$ cat src/rtl/percept_tx_arbiter.sv
// percept_tx_arbiter: round-robin owner of the single UART transmit byte path.
// Each granted packet is sent as one address header byte (BASE_ADDR+index)
// followed by the owner's payload, which is passed through combinationally.
// A packet ends on the owner's last byte or is cut after MAX_LEN payload bytes.
module percept_tx_arbiter #(
    parameter int NUM       = 3,
    parameter int BASE_ADDR = 100,
    parameter int MAX_LEN   = 16
) (
    input  logic             clk,
    input  logic             nRst,
    input  logic [NUM-1:0]   req_valid,
    input  logic [8*NUM-1:0] req_data,
    input  logic [NUM-1:0]   req_last,
    output logic [NUM-1:0]   req_ready,
    output logic [7:0]       tx_data,
    output logic             tx_valid,
    input  logic             tx_ready,
    output logic [NUM-1:0]   grant,
    output logic             busy,
    output logic             err_overrun
);

    localparam int IW = (NUM > 1) ? $clog2(NUM) : 1;

    localparam logic [1:0] S_IDLE = 2'd0;
    localparam logic [1:0] S_HDR  = 2'd1;
    localparam logic [1:0] S_PAY  = 2'd2;

    logic [1:0]           state;
    logic [IW-1:0]        owner;
    logic [IW-1:0]        rr;
    logic [7:0]           count;
    logic [NUM-1:0][7:0]  data_arr;
    logic [IW-1:0]        pick;
    logic [IW-1:0]        hi_pick;
    logic [IW-1:0]        lo_pick;
    logic                 hi_found;
    logic [IW-1:0]        rr_next;
    logic                 pay_fire;
    logic                 pay_end;

    // Unpack the flat byte bus into one byte per requester.
    for (genvar i = 0; i < NUM; i++) begin : g_unpack
        assign data_arr[i] = req_data[8*i +: 8];
    end

    // Round-robin pick: lowest requester at or above rr, else lowest below rr.
    // The scan runs downward so the final hit in each half is the lowest index.
    always_comb begin
        hi_found = 1'b0;
        hi_pick  = '0;
        lo_pick  = '0;
        for (int i = NUM - 1; i >= 0; i--) begin
            if (req_valid[i]) begin
                if (IW'(i) >= rr) begin
                    hi_found = 1'b1;
                    hi_pick  = IW'(i);
                end else begin
                    lo_pick = IW'(i);
                end
            end
        end
        pick = hi_found ? hi_pick : lo_pick;
    end

    assign rr_next  = (owner == IW'(NUM - 1)) ? '0 : owner + 1'b1;
    assign pay_fire = (state == S_PAY) && req_valid[owner] && tx_ready;
    assign pay_end  = req_last[owner] || (count == 8'(MAX_LEN - 1));

    // Packet sequencing, round-robin pointer, payload count and overrun pulse.
    always_ff @(posedge clk or negedge nRst) begin
        if (!nRst) begin
            state       <= S_IDLE;
            owner       <= '0;
            rr          <= '0;
            count       <= '0;
            err_overrun <= 1'b0;
        end else begin
            err_overrun <= 1'b0;
            case (state)
                S_IDLE: begin
                    if (|req_valid) begin
                        owner <= pick;
                        state <= S_HDR;
                    end
                end
                S_HDR: begin
                    if (tx_ready) begin
                        state <= S_PAY;
                        count <= '0;
                    end
                end
                S_PAY: begin
                    if (pay_fire) begin
                        count <= count + 8'd1;
                        if (pay_end) begin
                            state       <= S_IDLE;
                            rr          <= rr_next;
                            // A cut packet leaves its remaining bytes pending.
                            err_overrun <= !req_last[owner];
                        end
                    end
                end
                default: state <= S_IDLE;
            endcase
        end
    end

    assign busy  = (state != S_IDLE);
    assign grant = busy ? (NUM'(1) << owner) : '0;

    // Transmit path: header byte from the owner index, payload straight through.
    always_comb begin
        tx_valid  = 1'b0;
        tx_data   = 8'h00;
        req_ready = '0;
        case (state)
            S_HDR: begin
                tx_valid = 1'b1;
                tx_data  = 8'(BASE_ADDR) + 8'(owner);
            end
            S_PAY: begin
                tx_valid         = req_valid[owner];
                tx_data          = data_arr[owner];
                req_ready[owner] = tx_ready;
            end
            default: ;
        endcase
    end

endmodule

$ cat config.mk
export PLATFORM = sky130hd
export DESIGN_NAME = percept_tx_arbiter
export DESIGN_NICKNAME = d
export VERILOG_FILES = /design/src/rtl/percept_tx_arbiter.sv
export SDC_FILE = /design/constraint.sdc
export NUM_CORES = 1
export LEC_CHECK = 0
export ABC_AREA = 1
export ABC_CLOCK_PERIOD_IN_PS = 2100
export CAP_MARGIN = 20
export CORE_MARGIN = 1.5
export CORE_UTILIZATION = 40
export DETAILED_ROUTE_END_ITERATION = 12
export MAX_ROUTING_LAYER = met4
export PLACE_DENSITY = 0.77
export SLEW_MARGIN = 0
export SYNTH_ARGS = -nofsm -noshare
export SYNTH_HDL_FRONTEND = slang
export SYNTH_SLANG_ARGS = --single-unit
$ cat constraint.sdc
create_clock -name clk -period 2.1 [get_ports clk]
set_clock_uncertainty 0.2 [all_clocks]
set_input_delay 0.63 -clock clk [delete_from_list [all_inputs] [get_ports clk]]
set_output_delay 0.63 -clock clk [all_outputs]
set_load 0.03 [all_outputs]
==> impl_results.md <==
- Outcome: finished, violations left
- Failing checks: setup timing
- Syn Inst Count: 189
- Int Pwr: 1.53 mW
- Cell count after placement: 307
- Slew HR: 0.772
- Detailed Route WL: 4740 µm
- Post-route cell area: 2460 µm²
- EDFF count, synth: 0
- Reg2Reg Depth: 11
- RSZ-0062 raised after global routing: yes
- CP Class: primary input to primary output
- Total die area: 3590 µm²
- CORE AREA: 3080 µm²
- Largest family of logic cells by synthesized area: simple AND/OR/NAND/NOR gates
- Clock power frac: 0.057
- First-pass DRT Iterations: 4
- All-Layer GR Usage: 0.256
- Logic pwr share: 0.798
- Hold EP: count[1]$_DFFE_PN0P_
- Proportion of layout cells with a drive suffix above 1: 0.396
- R2R Setup Slk: 0.15 ns
- WL/cell: 14.6 µm
- H-tree levels: 1
- CP Launch Type: primary input
- Dpl ws: -0.404 ns
- R2R Path End: count[0]$_DFFE_PN0P_
- # hold bufs at CTS: 0
- CTS tree: done
- Slew at the pin with the worst max-slew slack: 0.342 ns
- Peak VDD IR: 0.837 mV
- Yosys top cell by area: dfrtp_1
- Row Count: 20
- Routed vias/inst: 5.06
- Vias in the first global route: 1468
- Register area: 378 µm²
- Die H: 59.9 µm
- Clock root cell: clkbuf_4
- Crit path arrival time: 1.67 ns
- Predominant post-synthesis flop cell: dfrtp_1
- Detailed Route Iter0 Violations: 120
- Total global routing overflow: 0
- Post-Syn Nets: 228
- Total number of vias: 1639
- First-pass GRT wire length: 6640 µm
- Post-Synth Adder-Cell Area: 0.0579
- Post-route insts no fill: 324
- Area growth syn-to-layout: 89.7%
- Largest cells by area after synthesis: dfrtp_1, nand2_1, nand3_1
- Max Fclk: 0.400 GHz
- Setup violators final: 15
- Ys Warns: 0
- Yosys cell types: 31
- Critical hold path startpoint: count[1]$_DFFE_PN0P_
- HPWL Detailed: 2950 µm
- Post-DRT Antenna Nets: 0
- I/O pin count: 50
- Min cycle time layout: 2.50 ns
- Syn Area/Cell: 6.86 µm²
- Nets: 320
- R2r startpoint: state[0]$_DFFE_PN0P_
- MaxCap Viol Count: 0
- Net Sw Frac: 0.502
- FF+latch count, synth: 15
- Worst EP required: 1.27 ns
- Fill cell count: 206
- Sw power: 1.54 mW
- PwrDens: 1250 nW/µm²
- CTS Buf Count: 3
- Die X: 59.9 µm
- ANT cells: 0
- Most instantiated library cell after synthesis: nand2_1
- Hold Crit Depth: 2
- Synthesized area: 1300 µm²
- Async SR Flop Fraction: 1.00
- Clk buf depth: 2
- Synth cell count leaders: nand2_1, nand3_1, inv_1
- Xor/xnor share of the synthesized area: 0.0203
- Final Max Slew Viols: 0
- Area of the multi-input gates: 1050 µm²
- Mux contribution to synthesized area: 0
- Initial Util: 0.421
- Initial antenna violation count: 0
- Post-route total power: 3.07 mW
- Synth Area in Compound Gates: 0.100
- Top cell type's share of synthesized area: 0.290
- Pin count of the biggest net entering global routing: 16
- GP Congestion: 0.779
- LEAKAGE: 1.12 nW
- Post-synthesis simple-gate area fraction: 0.448
- Clk sinks: 15
- Final hold viol count: 0
- Sequential-to-total area share from yosys stat: 0.290
- Port Buffer Count: 49
- Worst setup margin: -0.402 ns
- Placed Area: 2110 µm²
- DR DRC count: 0
- Maximum fanout along the worst path: 1
- CTS clock-pin slew for the worst setup and hold paths: 0.09 ns
- Seq pwr share: 0.145
- Hold crit path type: flop to flop
- Period Utilization, post-route: 1.19
- Clk Latency, worst-skew pair: 0.30 ns
- Worst Setup End Kind: primary output
## cell type report
class                           instances  area share
Clock buffer                            3     0.00916
Clock inverter                          1     0.00204
Inverter                               25      0.0412
Multi-Input combinational cell        147       0.426
Sequential cell                        15       0.154
Tap cell                               44      0.0224
Timing Repair Buffer                   88       0.339
Timing Repair inverter                  1     0.00662
## routing by layer
layer  routed length (µm)  GRT usage
met3                  216     0.0433
met2                 2510      0.447
met4                   64     0.0635
met5                    0          -
met1                 1940      0.303
## stage by stage
step | TNS [ns] | utilization | hold slack [ns]
final | -4.13 | 0.799 | 0.333
after global routing | -5.25 | 0.799 | 0.378
after CTS | -3.83 | 0.783 | 0.320
after detailed placement | -4.43 | 0.687 | 0.298
after global placement | -4.05 | 0.687 | 0.284
after floorplan | -0.220 | - | 0.134
## cell families (layout without fill, tap and decap cells)
group | Yosys count | count (layout)
simple gates | 117 | 118
buf+inv | 28 | 118
compound gates | 20 | 20
flops | 15 | 15
fa+ha+maj | 6 | 6
xor+xnor | 3 | 3
## sequential cells by signal, summed over array words and instances, names as in the netlist
signal	flops
state	2
rr	2
owner	2
err_overrun	1
count	8
## worst max path at each step
stage	to	cells past startpoint	start	slack [ns]
finish	tx_data[2]	4	req_data[2]	-0.40
global route	tx_data[5]	8	state[0]$_DFFE_PN0P_	-0.46
CTS	tx_data[6]	8	state[1]$_DFFE_PN0P_	-0.36
detailed placement	tx_valid	6	req_valid[2]	-0.40
global placement	tx_valid	6	req_valid[1]	-0.36
floorplan	tx_data[0]	5	state[0]$_DFFE_PN0P_	-0.03
## cells in the final DEF, fill, tap and decap left out, drive strengths merged, types with 2 or more instances in the layout
master	synthesis	routed
a21oi	3	3
a32o	2	2
a41oi	2	2
buf	3	55
clkbuf	0	3
clkdlybuf4s50	0	29
clkinv	0	2
dfrtp	15	15
dlygate4sd2	0	4
ha	6	6
inv	25	25
nand2	55	55
nand3	27	27
nand4	5	5
nor2	27	28
o21ai	9	9
xor2	2	2
## critical path, stage by stage
cell and delay (ns):
clkdlybuf4s50_1 0.41, a21oi_1 0.32, a31oi_4 0.15, buf_6 0.17
## timing repair
| item | CTS | global route |
|---|---|---|
| endpoints found under the setup margin | 17 | 16 |
| gates resized for setup | 56 | 9 |
| buffers inserted | 9 | 2 |
| cloned | 1 | 1 |
| pin swaps | 11 | 4 |
## power by group through the flow
stage	Clock, mW	Combinational [mW]	Sequential [mW]
final	0.176	2.45	0.444
after global routing	0.195	2.59	0.455
after CTS	0.181	2.32	0.433
after detailed placement	0	1.88	0.426
after global placement	0	1.86	0.426
after floorplan	0	1.18	0.428
(Power assumes the default switching activity.)
